==> config.mk <==
export PLATFORM = sky130hd
export DESIGN_NAME = host_cmd_loader
export DESIGN_NICKNAME = d
export VERILOG_FILES = /design/src/rtl/host_cmd_loader.sv
export SDC_FILE = /design/constraint.sdc
export NUM_CORES = 1
export LEC_CHECK = 0
export BUFFER_PORTS_ARGS = -buffer_cell sky130_fd_sc_hd__buf_2
export CAP_MARGIN = 40
export CORE_UTILIZATION = 56
export CTS_BUF_LIST = sky130_fd_sc_hd__clkbuf_8
export DETAILED_ROUTE_END_ITERATION = 10
export PLACE_DENSITY = 0.93
export SYNTH_ARGS = -nofsm -noshare
export SYNTH_HDL_FRONTEND = slang
export SYNTH_SLANG_ARGS = --single-unit
==> constraint.sdc <==
create_clock -name clk -period 2.4 [get_ports clk]
set_input_delay 0.48 -clock clk [delete_from_list [all_inputs] [get_ports clk]]
set_output_delay 0.48 -clock clk [all_outputs]
set_load 0.005 [all_outputs]
==> src/rtl/host_cmd_loader.sv <==
// Host command front end: byte-stream packet decoder for the TPU.
// Issues tile write strobes, the run start pulse, and times the run.
module host_cmd_loader #(
    parameter int ADDR_W     = 13,
    parameter int DATA_W     = 8,
    parameter int RUN_CYCLES = 16
) (
    input  logic                  clk,
    input  logic                  reset,
    input  logic [DATA_W-1:0]     in_data,
    input  logic                  in_valid,
    output logic                  in_ready,
    output logic                  wm_we,
    output logic                  ub_we,
    output logic [ADDR_W-1:0]     mem_addr,
    output logic [4*DATA_W-1:0]   wr_data,
    output logic                  start,
    output logic                  busy,
    output logic                  done,
    output logic                  err
);

    localparam int CNT_W = (RUN_CYCLES > 1) ? $clog2(RUN_CYCLES) : 1;

    localparam logic [DATA_W-1:0] OP_WR_W = DATA_W'(1);
    localparam logic [DATA_W-1:0] OP_WR_I = DATA_W'(2);
    localparam logic [DATA_W-1:0] OP_RUN  = DATA_W'(3);

    typedef enum logic [2:0] {
        S_OPC,
        S_AHI,
        S_ALO,
        S_DATA,
        S_WRITE,
        S_START,
        S_RUN_WAIT
    } state_t;

    state_t             state;
    logic               tgt_w;
    logic [1:0]         dcnt;
    logic [CNT_W-1:0]   run_cnt;
    logic               xfer;

    assign xfer = in_valid & in_ready;

    // Packet FSM; every output is a flop updated alongside the state.
    always_ff @(posedge clk or posedge reset) begin
        if (reset) begin
            state    <= S_OPC;
            tgt_w    <= 1'b0;
            dcnt     <= '0;
            run_cnt  <= '0;
            in_ready <= 1'b1;
            wm_we    <= 1'b0;
            ub_we    <= 1'b0;
            mem_addr <= '0;
            wr_data  <= '0;
            start    <= 1'b0;
            busy     <= 1'b0;
            done     <= 1'b0;
            err      <= 1'b0;
        end else begin
            // Pulse outputs default low so each is a single-cycle strobe.
            wm_we <= 1'b0;
            ub_we <= 1'b0;
            start <= 1'b0;
            done  <= 1'b0;
            err   <= 1'b0;
            case (state)
                S_OPC: begin
                    if (xfer) begin
                        if (in_data == OP_WR_W || in_data == OP_WR_I) begin
                            tgt_w <= (in_data == OP_WR_W);
                            state <= S_AHI;
                        end else if (in_data == OP_RUN) begin
                            state    <= S_START;
                            in_ready <= 1'b0;
                            start    <= 1'b1;
                            busy     <= 1'b1;
                        end else begin
                            err <= 1'b1;
                        end
                    end
                end
                S_AHI: begin
                    if (xfer) begin
                        // Only the low bits of addr_hi map onto the address.
                        mem_addr[ADDR_W-1:8] <= in_data[ADDR_W-9:0];
                        state <= S_ALO;
                    end
                end
                S_ALO: begin
                    if (xfer) begin
                        mem_addr[7:0] <= in_data[7:0];
                        dcnt  <= '0;
                        state <= S_DATA;
                    end
                end
                S_DATA: begin
                    if (xfer) begin
                        wr_data[dcnt*DATA_W +: DATA_W] <= in_data;
                        dcnt <= dcnt + 2'd1;
                        if (dcnt == 2'd3) begin
                            state    <= S_WRITE;
                            in_ready <= 1'b0;
                            wm_we    <= tgt_w;
                            ub_we    <= ~tgt_w;
                        end
                    end
                end
                S_WRITE: begin
                    state    <= S_OPC;
                    in_ready <= 1'b1;
                end
                S_START: begin
                    run_cnt <= CNT_W'(RUN_CYCLES - 1);
                    // A one-cycle run completes in the first wait cycle.
                    done    <= (RUN_CYCLES == 1);
                    state   <= S_RUN_WAIT;
                end
                S_RUN_WAIT: begin
                    if (run_cnt == '0) begin
                        state    <= S_OPC;
                        in_ready <= 1'b1;
                        busy     <= 1'b0;
                    end else begin
                        run_cnt <= run_cnt - CNT_W'(1);
                        done    <= (run_cnt == CNT_W'(1));
                    end
                end
                default: begin
                    state    <= S_OPC;
                    in_ready <= 1'b1;
                    busy     <= 1'b0;
                end
            endcase
        end
    end

endmodule

==> results of run 1 <==
-- kinds of logic (layout without fill, tap and decap cells) --
kind of cell	after synthesis	in the layout	share of synthesized area
adders and majority gates	8	8	0.0357
buffers and inverters	18	89	0.0299
AOI/OAI and AO/OA	55	55	0.109
and+or+nand+nor	115	115	0.199
xor gates and xnor gates	2	2	0.00624
muxes	14	14	0.0669
DFF	62	62	0.553
-- path summary, 6_finish.rpt --
check	startpoint	endpoint	slack [ns]	cells after the start
max	state[1]	wr_data[11]	0.47	4
max reg2reg	state[1]	wr_data[11]	0.47	4
min in group clk	tgt_w	ub_we	0.45	1
min	reset	mem_addr[1]	0.21	2
min reg2reg	tgt_w	ub_we	0.45	1
max in group asynchronous	reset	in_ready	1.53	3
-- layer usage --
metal / vias up / wire [um] / track usage
met4: 0 / 149 / 0.155
met5: - / 0 / 0
li1: 1075 / - / -
met2: 89 / 2760 / 0.363
met1: 1006 / 2740 / 0.345
met3: 14 / 369 / 0.0787
-- cells in the final DEF (no fill, tap or decap), types with 2 or more instances in the layout --
| master | count |
|---|---|
| dfrtp_1 | 61 |
| inv_1 | 7 |
| o21ai_0 | 39 |
| nor2b_1 | 5 |
| nor3b_1 | 4 |
| a21oi_1 | 5 |
| ha_1 | 8 |
| nor3_1 | 3 |
| mux2_2 | 6 |
| clkinv_2 | 2 |
| mux2_4 | 8 |
| buf_2 | 62 |
| a31oi_1 | 2 |
| nand2_1 | 71 |
| or2_2 | 2 |
| xnor2_1 | 2 |
| buf_4 | 6 |
| and3_1 | 2 |
| nor2_1 | 5 |
| clkbuf_8 | 10 |
| nand3_1 | 9 |
-- sequential cells by signal, indices dropped and copies added, names as in the netlist, 2 cells and up --
signal,flops
mem_addr,13
wr_data,32
run_cnt,4
state,3
dcnt,2
-- critical path, stage by stage, from the launching register on --
cell and delay, ns:
dfrtp_1 0.59, and4b_1 0.47, nand3_1 0.43, nand2_1 0.18, o21ai_0 0.11
-- where the power goes --
group	internal [uW]	switching [uW]	leakage, uW
registers	1300	225	0.000815
logic	552	527	0.000742
clock network	380	373	0.0000904
-- cell usage after synthesis (2+ instances only) --
cell type	number
nand2_1	71
dfrtp_1	61
o21ai_0	39
nand3_1	9
ha_1	8
mux2_4	8
buf_2	7
inv_1	6
mux2_2	6
a21oi_1	5
nor2_1	5
nor2b_1	5
clkbuf_1	4
nor3b_1	4
nor3_1	3
a31oi_1	2
and3_1	2
or2_2	2
xnor2_1	2
-- through the flow --
step | util | cell area, sq um | hold slack, ns | instances
5_1_grt | 0.702 | 3360 | 0.253 | 412
3_5_place_dp | 0.670 | 3200 | 0.442 | 398
6_report | 0.702 | 3360 | 0.209 | 412
4_1_cts | 0.702 | 3360 | 0.213 | 412
3_3_place_gp | 0.670 | 3200 | 0.440 | 398
2_1_floorplan | - | 2810 | 0.424 | 274
-- layout make-up --
type	instances	area, sq um
Inverter	6	22.5
Timing Repair Buffer	69	375
Multi-Input combinational cell	194	1170
Clock buffer	10	138
Sequential cell	62	1550
Tap cell	67	83.8
Clock inverter	4	17.5
Fill cell	336	1430
==> results by group, run 1 <==
Worst hold path
  – Hold WC Path Type: input pin to asynchronous set/reset pin

Power and ir drop
  – Maximum VDD drop: around 0.62 mV
  – Total Power: 3360 uW
  – Power per cell area: 1000 nW/um^2
  – Leakage: 0.00165 uW

Timing
  – RSZ-0062 raised after global routing: false
  – Final Skew: about 0.0073 ns
  – Max frequency: around 520 MHz
  – Max-slew headroom: 0.596
  – Total Neg Setup Slack: 0 ns
  – Fin crit share: 0.804
  – Slew Limit Fails: 0
  – Final hold vios: 0
  – Worst-margin pin slew: around 0.60 ns
  – Post-layout min period: approximately 1.9 ns
  – Setup slack after layout: 0.471 ns
  – Final setup fails: 0

Detailed routing
  – DR iter-0 viols: approximately 180
  – Routed via count: 2,184
  – Number of remaining DRC errors: 0
  – Final WL: 6010 um
  – Final ANT Viol Nets: 0
  – Detailed-router iteration count before antenna repair: 5
  – Avg WL per Cell: 14.6 um
  – Post-DR vias/cell: roughly 5.3

Worst setup path
  – Worst Setup End Kind: flip-flop
  – CP Max Fanout: 16
  – Kind of critical path: flip-flop to flip-flop
  – Crit start category: flip-flop
  – WP data required: ~2.6 ns
  – Crit path DAT: between 2 and 2.5 ns

Global route
  – Vias in the first global route: 2,080
  – Initial antenna violation count: 0
  – First-pass GRT wire length: around 9800 um
  – Total GRT Usage: 0.256
  – Grt ovf: 0
  – Pin count of the biggest net entering global routing: 35

Clock network
  – Post-CTS sizing: 0
  – Cts hold-fix bufs: 0
  – Clock transition at path regs: approximately 0.060 ns
  – Max Buffers Root-to-Sink: 2
  – Number of H-tree levels: 3
  – Num Clock Sinks: 62
  – TritonCTS buffer count: 9
  – Post-CTS Setup Inserts: 0
  – Root buffer cell: clkbuf_8
  – CTS tree: done
  – Worst-Skew Late Latency: around 0.34 ns

Place
  – IO buf count: slightly above 60
  – Pre-CTS setup slack: 0.479 ns
  – RD Place Congestion: slightly below 0.8
  – Detailed placement HPWL: between 4000 and 5000 um

Synthesis
  – Ranking of synthesized cells by area: dfrtp_1 54%, nand2_1 9.5%, o21ai_0 7.0%
  – Post-synth EDFFs: 0
  – Net Count, Synth: roughly 300
  – Yosys cell types: between 40 and 50
  – Yosys reg bits: just over 60
  – Sequential area share after synthesis: 0.553
  – Async S/R FF share, synth: 1.00
  – Mapped cell area: 2810 sq um
  – Post-Syn Instances: 274
  – Synthesis Warnings: 0
  – Top FF cell, synth: dfrtp_1
  – Avg Cell Area, Syn: between 10 and 15 sq um
  – Synth area leader: dfrtp_1
  – Top-area cell type share of the netlist area: 0.544

Status
  – Status: complete, no violations

Floorplanning
  – Die ar.: 5300 sq um
  – Die Width: around 73 um
  – Core footprint: 4790 sq um
  – Io pins: 63
  – Die height: a little over 70 um
  – Row Count: 25
  – Initial Util: 0.586

Cells and area
  – N_diodes: 0
  – Nets: 361
  – Layout cell share with drive strength beyond 1: 0.299
  – Synthesis-to-layout area growth: 19.7%

Run
  – Max-Cap Viols: 0
(Power assumes the default switching activity.)
==> inputs of run 2 (changes only) <==
--- a/config.mk
+++ b/config.mk
@@ -5,12 +5,13 @@
 export SDC_FILE = /design/constraint.sdc
 export NUM_CORES = 1
 export LEC_CHECK = 0
+export ABC_AREA = 1
 export BUFFER_PORTS_ARGS = -buffer_cell sky130_fd_sc_hd__buf_2
 export CAP_MARGIN = 40
-export CORE_UTILIZATION = 56
+export CORE_UTILIZATION = 51
 export CTS_BUF_LIST = sky130_fd_sc_hd__clkbuf_8
 export DETAILED_ROUTE_END_ITERATION = 10
-export PLACE_DENSITY = 0.93
+export PLACE_DENSITY = 0.89
 export SYNTH_ARGS = -nofsm -noshare
 export SYNTH_HDL_FRONTEND = slang
 export SYNTH_SLANG_ARGS = --single-unit
==> constraint.sdc (replaced) <==
create_clock -name clk -period 1.6 [get_ports clk]
set_input_delay 0.32 -clock clk [delete_from_list [all_inputs] [get_ports clk]]
set_output_delay 0.32 -clock clk [all_outputs]
set_load 0.005 [all_outputs]
==> results by group, run 2 <==
Status
  – Status: complete, no violations

Power and ir drop
  – Reg power frac: 0.386 (-0.069)
  – Total Power: 5530 uW (+65%)
  – Psw: 2180 uW (+94%)
  – Power per cell area: 1510 nW/um^2 (+51%)
  – Maximum VDD drop: 0.761 mV (+22%)
  – Leakage: 0.00214 uW (+30%)
  – Int Pwr: 3350 uW (+50%)
  – Comb pwr share: 0.381 (+0.060)
  – Net Sw Frac: 0.394 (+0.0595)
  – Clock Power Share: 0.233 (+0.009)

Detailed routing
  – DR iter-0 viols: 198 (+8.8%)
  – Avg WL per Cell: 14.9 um (+2.2%)
  – Final WL: 7460 um (+24%)
  – Met3 routed WL: 433 um (+17%)
  – Detailed-router iteration count before antenna repair: 7 (+2)
  – Final ANT Viol Nets: 0 (unchanged)
  – Post-DR vias/cell: 5.37 (+1.3%)
  – Routed via count: 2,685 (+23%)
  – Number of remaining DRC errors: 0 (unchanged)
  – Highest routed layer: met4
  – DR WL met2: 3640 um (+32%)
  – M1 WL: 3180 um (+16%)

Synthesis
  – Yosys cell types: 27 (-39%)
  – Top-area cell type share of the netlist area: 0.520 (-0.0239)
  – Yosys reg bits: 62 (unchanged)
  – Net Count, Synth: 358 (+22%)
  – Mapped cell area: 2940 sq um (+4.6%)
  – Combinational family with the most area after synthesis: simple AND/OR/NAND/NOR gates
  – Synth area leader: dfrtp_1
  – Synth top cells by count: 86 x nand2_1, 61 x dfrtp_1, 47 x o21ai_0, 30 x inv_1, 27 x nand3_1
  – Post-synthesis adder-cell area fraction: 0.0341 (-0.00157)
  – Post-synth EDFFs: 0 (unchanged)
  – Avg Cell Area, Syn: 8.66 sq um (-15%)
  – Synthesis Warnings: 0 (unchanged)
  – Sequential area share after synthesis: 0.529 (-0.0243)
  – Most common cell in the netlist: nand2_1
  – Top FF cell, synth: dfrtp_1
  – Post-Syn Instances: 339 (+24%)
  – Post-Synth Simple-Gate Area: 0.276 (+0.0769)
  – XOR/XNOR Fraction of Synth Area: 0 (-0.00624)
  – Async S/R FF share, synth: 1.00 (unchanged)
  – Multiplexer share of the synthesized area: 0.00384 (-0.0630)
  – Compound-cell area share of the yosys netlist: 0.0963 (-0.0124)
  – Ranking of synthesized cells by area: dfrtp_1 52%, nand2_1 11%, o21ai_0 8.0%

Worst setup path
  – Crit start category: flip-flop
  – WP data required: 1.88 ns (-0.71 ns)
  – Worst Setup End Kind: flip-flop
  – CP max stage cell: dfrtp_1
  – CP Max Fanout: 9 (-7)
  – Sequence of cells on the critical path: buf_4 -> ha_1 -> inv_1 -> nor2_2 -> nand4_1 -> nand2_1
  – Crit path DAT: 1.78 ns (-0.34 ns)
  – Kind of critical path: flip-flop to flip-flop
  – CP max stage delay: 0.36 ns (-0.23 ns)

Timing
  – Hold slack: 0.0384 ns (-0.170 ns)
  – Slew Limit Fails: 0 (unchanged)
  – Worst-margin pin slew: 0.589 ns (-0.0157 ns)
  – Setup slack after layout: 0.0926 ns (-0.378 ns)
  – Final setup fails: 0 (unchanged)
  – Final hold vios: 0 (unchanged)
  – Fin crit share: 0.942 (+0.138)
  – Max frequency: 663 MHz (+28%)
  – Final Skew: 0.00653 ns (-0.000803 ns)
  – RSZ-0062 raised after global routing: false
  – Max-slew headroom: 0.606 (+0.0102)
  – Post-layout min period: 1.51 ns (-0.422 ns)

Cells and area
  – Most common cell after layout, fill and taps aside: nand2_1
  – Final core occ: 0.663 (-0.0389)
  – Fill count: 451 (+34%)
  – Synthesis-to-layout area growth: 25.1%
  – Most frequent cells in the layout: 85 x nand2_1, 62 x buf_2, 61 x dfrtp_1, 46 x o21ai_0, 29 x inv_1
  – Nets: 442 (+22%)
  – Layout cell share with drive strength beyond 1: 0.280 (-0.0182)
  – Largest registers: wr_data (32), mem_addr (13), run_cnt (4)
  – N_diodes: 0 (unchanged)
  – Reg with most FFs: wr_data
  – Number of flip-flops in the largest register: 32 (unchanged)

Global route
  – Pin count of the biggest net entering global routing: 28 (-20%)
  – Initial antenna violation count: 0 (unchanged)
  – First-pass GRT wire length: 12,000 um (+23%)
  – Total GRT Usage: 0.268 (+0.0120)
  – Vias in the first global route: 2,569 (+24%)
  – Grt ovf: 0 (unchanged)

Place
  – Pre-CTS setup slack: -0.00207 ns (-0.481 ns)
  – RD Place Congestion: 0.944 (+21%)
  – IO buf count: 62 (unchanged)
  – Detailed placement HPWL: 5420 um (+31%)

Run
  – Max-Cap Viols: 0 (unchanged)

Clock network
  – Worst-Skew Late Latency: 0.34 ns (about the same)
  – Root buffer cell: clkbuf_8
  – TritonCTS buffer count: 9 (unchanged)
  – Number of H-tree levels: 3 (unchanged)
  – Cts hold-fix bufs: 0 (unchanged)
  – Max Buffers Root-to-Sink: 2 (unchanged)
  – CTS tree: done
  – Num Clock Sinks: 62 (unchanged)
  – Clock transition at path regs: 0.06 ns (about the same)

Floorplanning
  – Initial Util: 0.530 (-0.0566)
  – Die ar.: 6060 sq um (+14%)
  – Die height: 77.9 um (+7.0%)
  – Core footprint: 5540 sq um (+16%)
  – Row Count: 27 (+8.0%)
  – Die Width: 77.9 um (+7.0%)
  – Io pins: 63 (unchanged)

Worst hold path
  – Hold WC Path Type: input pin to asynchronous set/reset pin
## run 2: changes by cell type after synthesis, moves of 4 or more
cell / change
nand4_1: +14
mux2_2: -5
o21ai_0: +8
mux2_4: -8
nand2_2: +4
buf_2: -6
nor2_1: +20
nand2_1: +15
inv_1: +24
nor2b_1: -5
nand3_1: +18
## run 2: worst paths after layout
check                      depth (start not counted)     endpoint  slack [ns]         from
setup reg to reg                                   6  wr_data[31]        0.09      dcnt[0]
setup / recovery                                   6  wr_data[31]        0.09      dcnt[0]
max in group asynchronous                          3   run_cnt[0]        1.02        reset
hold / removal                                     2  mem_addr[4]        0.04        reset
min in group clk                                   3   wr_data[3]        0.29   in_data[3]
hold reg to reg                                    2  mem_addr[2]        0.49  mem_addr[2]
## run 2: critical path, delay by kind of cell, from the launching register on
family | cells | cell delay [ns]
buffers and inverters | 2 | 0.32
AND/OR/NAND/NOR | 3 | 0.58
adder cells (fa/ha/maj) | 1 | 0.17
flip-flops | 1 | 0.36
## run 2: final cells by class
type | instances | area (sq um) | area share
flip-flops and latches | 62 | 1550 | 0.423
multi-input cells | 236 | 1240 | 0.338
clock inverters | 3 | 11.3 | 0.00307
well taps | 72 | 90.1 | 0.0245
clock buffers | 13 | 179 | 0.0487
inverters | 31 | 120 | 0.0327
repair buffers | 83 | 480 | 0.131
## run 2: kinds of logic (layout without fill, tap and decap cells)
logic type / count (synthesis) / count (layout)
fa+ha+maj: 8 / 8
flops: 62 / 62
simple gates: 173 / 173
buf+inv: 41 / 130
compound gates: 54 / 54
mux: 1 / 1
## run 2: routing by layer
metal | global-route usage | vias to the layer above
met5 | 0 | -
met1 | 0.332 | 1257
met3 | 0.0471 | 18
li1 | - | 1298
met2 | 0.442 | 112
met4 | 0.147 | 0
## run 2: per-stage QoR
stage	cells	setup TNS [ns]	area [sq um]
2_1_floorplan	339	0	2940
3_3_place_gp	484	0	3450
3_5_place_dp	484	-0.00207	3450
4_1_cts	500	0	3640
5_1_grt	500	0	3670
6_report	500	0	3670
## run 2: power by group through the flow
stage / logic (uW) / clock network, uW / registers [uW]
2_1_floorplan: 1260 / 0 / 2140
3_3_place_gp: 1880 / 0 / 2120
3_5_place_dp: 1980 / 0 / 2140
4_1_cts: 1990 / 1310 / 2120
5_1_grt: 2350 / 1380 / 2170
6_report: 2110 / 1290 / 2130
## run 2: repair_timing
action,in CTS,in global routing
cloned,0,0
endpoints found under the hold margin,0,0
gates resized for setup,1,9
endpoints found under the setup margin,2,35
buffers inserted,0,0
==> inputs of run 3 (changes only) <==
--- a/config.mk
+++ b/config.mk
@@ -6,11 +6,12 @@
 export NUM_CORES = 1
 export LEC_CHECK = 0
 export ABC_AREA = 1
-export BUFFER_PORTS_ARGS = -buffer_cell sky130_fd_sc_hd__buf_2
 export CAP_MARGIN = 40
-export CORE_UTILIZATION = 51
+export CORE_ASPECT_RATIO = 0.8
+export CORE_UTILIZATION = 59
 export CTS_BUF_LIST = sky130_fd_sc_hd__clkbuf_8
 export DETAILED_ROUTE_END_ITERATION = 10
+export DONT_BUFFER_PORTS = 1
 export PLACE_DENSITY = 0.89
 export SYNTH_ARGS = -nofsm -noshare
 export SYNTH_HDL_FRONTEND = slang
==> results by group, run 3 (same netlist as run 2, synthesis figures left out) <==
Detailed routing
  – Post-DR vias/cell: 6.02 (+12%)
  – DR iter-0 viols: 282 (+42%)
  – Routed via count: 2,522 (-6.1%)
  – Final ANT Viol Nets: 0 (unchanged)
  – Number of remaining DRC errors: 0 (unchanged)
  – Final WL: 7480 um (+0.31%)
  – Avg WL per Cell: 17.9 um (+20%)
  – Detailed-router iteration count before antenna repair: 5 (-2)

Global route
  – Grt met3 use: 0.158 (+0.111)
  – Grt met1 use: 0.398 (+0.0653)
  – GR met2 Demand/Resource: 0.456 (+0.0143)
  – Grt ovf: 0 (unchanged)
  – Busiest grt layer: met2
  – Total GRT Usage: 0.311 (+0.0437)
  – Vias in the first global route: 2,377 (-7.5%)
  – Pin count of the biggest net entering global routing: 38 (+36%)
  – First-pass GRT wire length: 11,700 um (-2.4%)
  – Initial antenna violation count: 0 (unchanged)

Timing
  – Total Neg Setup Slack: 0 ns (unchanged)
  – Post-layout min period: 1.57 ns (+0.0657 ns)
  – Max frequency: 636 MHz (-4.2%)
  – Final hold vios: 0 (unchanged)
  – Worst-margin pin slew: 0.442 ns (-0.147 ns)
  – RSZ-0062 raised after global routing: true
  – Final setup fails: 0 (unchanged)
  – Final Skew: 0.0151 ns (+0.00859 ns)
  – Fin crit share: 0.983 (+0.0411)
  – Slew Limit Fails: 0 (unchanged)
  – Max-slew headroom: 0.705 (+0.0985)

Cells and area
  – Synthesis-to-layout area growth: 14.1%
  – Final core occ: 0.716 (+0.0527)
  – N_diodes: 0 (unchanged)
  – Reg with most FFs: wr_data
  – Nets: 373 (-16%)
  – Number of flip-flops in the largest register: 32 (unchanged)
  – Most frequent cells in the layout: 84 x nand2_1, 60 x dfrtp_1, 42 x o21ai_0, 28 x inv_1, 26 x nand3_1
  – Final Non-Filler Cells: 419 (-16%)
  – Most common cell after layout, fill and taps aside: nand2_1
  – Layout cell share with drive strength beyond 1: 0.156 (-0.124)
  – Largest registers: wr_data (32), mem_addr (13), run_cnt (4)

Worst setup path
  – R2R Path Start: state[0]
  – Crit start category: flip-flop
  – Crit path DAT: 1.85 ns (+0.07 ns)
  – Reg-to-reg endpoint: dcnt[1]
  – Kind of critical path: flip-flop to flip-flop
  – CP Max Fanout: 22 (+13)
  – WP data required: 1.87 ns (about the same)
  – Reg2Reg Depth: 7 (+1)
  – Worst Setup End Kind: flip-flop
  – CP Launch Point: state[0]
  – Flop2flop setup slack: 0.03 ns (-0.07 ns)

Power and ir drop
  – Clock Power Share: 0.253 (+0.020)
  – Maximum VDD drop: 0.993 mV (+30%)
  – Leakage: 0.00180 uW (-16%)
  – Total Power: 5480 uW (-1.1%)
  – Reg power frac: 0.403 (+0.017)
  – Net Sw Frac: 0.398 (+0.00379)
  – Psw: 2180 uW (-0.11%)
  – Comb pwr share: 0.344 (-0.037)
  – Int Pwr: 3290 uW (-1.7%)
  – Power per cell area: 1630 nW/um^2 (+8.5%)

Floorplanning
  – Row Count: 22 (-19%)
  – Die ar.: 5260 sq um (-13%)
  – Initial Util: 0.627 (+0.0975)
  – Io pins: 63 (unchanged)
  – Core footprint: 4680 sq um (-16%)
  – Die height: 65.1 um (-16%)
  – Die Width: 80.9 um (+3.8%)

Clock network
  – Max Buffers Root-to-Sink: 2 (unchanged)
  – Clock transition at path regs: 0.07 ns (about the same)
  – Worst-Skew Late Latency: 0.35 ns (about the same)
  – CTS tree: done
  – Root buffer cell: clkbuf_8
  – Num Clock Sinks: 62 (unchanged)
  – Number of H-tree levels: 3 (unchanged)
  – TritonCTS buffer count: 9 (unchanged)

Place
  – IO buf count: 0 (-100%)
  – RD Place Congestion: 0.899 (-4.9%)
  – Inst Count DP: 401 (-17%)
  – Detailed placement HPWL: 4920 um (-9.3%)

Worst hold path
  – Min-delay src: in_data[7]
  – Count of cells along the worst hold path: 2
  – Hold-critical path endpoint: wr_data[23]
  – Hold WC Path Type: input pin to flip-flop

Run
  – Max-Cap Viols: 0 (unchanged)

Status
  – Status: complete, no violations
[run 3: cell types whose count changed in the layout (fill, tap and decap cells not counted), moves of 3 or more]
cell,change
buf_2,-62
o21ai_0,-4
clkinv_2,+3
buf_4,-10
o21ai_1,+4
[run 3: timing repair]
item	4_1_cts	5_1_grt
setup buffers	0	1
hold endpoints to repair	61	0
hold buffers	1	0
gates resized for setup	4	15
endpoints found under the setup margin	13	46
[run 3: how the worst max path moves through the flow]
| stage | endpoint | slack [ns] | cells after the start |
|---|---|---|---|
| floorplan | wr_data[25] | 0.007 | 6 |
| global placement | wr_data[24] | 0.06 | 7 |
| detailed placement | wr_data[9] | -0.02 | 5 |
| CTS | mem_addr[0] | 0.01 | 6 |
| global route | dcnt[1] | -0.07 | 7 |
| finish | dcnt[1] | 0.03 | 7 |
[run 3: area by class of cell]
class,instances,area (sq um)
fill,331,1330
clock inverter,5,48.8
inverter,31,120
timing repair buffer,14,145
tap,60,75.1
sequential,62,1550
multi-input combinational,236,1250
clock buffer,11,151
[run 3: power groups by stage]
stage               sequential, uW  combinational, uW  clock [uW]
global route                  2240               2110        1470
floorplan                     2140               1260           0
global placement              2190               1600           0
CTS                           2190               1740        1400
detailed placement            2210               1690           0
finish                        2210               1880        1380
[run 3: through the flow]
stage / hold WS (ns) / setup slack, ns / instance area (sq um)
final: 0.106 / 0.0269 / 3350
after global routing: 0.115 / -0.0671 / 3350
after CTS: 0.101 / 0.0113 / 3310
after detailed placement: 0.262 / -0.0238 / 3090
after global placement: 0.262 / 0.0598 / 3090
after floorplan: 0.423 / 0.00720 / 2940
[run 3: layer usage]
| metal | routed length, um | vias up |
|---|---|---|
| met5 | 0 | - |
| met4 | 207 | 0 |
| met3 | 983 | 25 |
| met2 | 3380 | 155 |
| met1 | 2910 | 1191 |
| li1 | - | 1151 |
[run 3: worst max-delay path, stage by stage, from the launching register on]
cell and delay, ns:
dfrtp_1 0.51, nand2_2 0.11, nor2_4 0.18, nand2_2 0.11, buf_12 0.18, nand2_1 0.17
nand3_1 0.13, o21ai_0 0.10
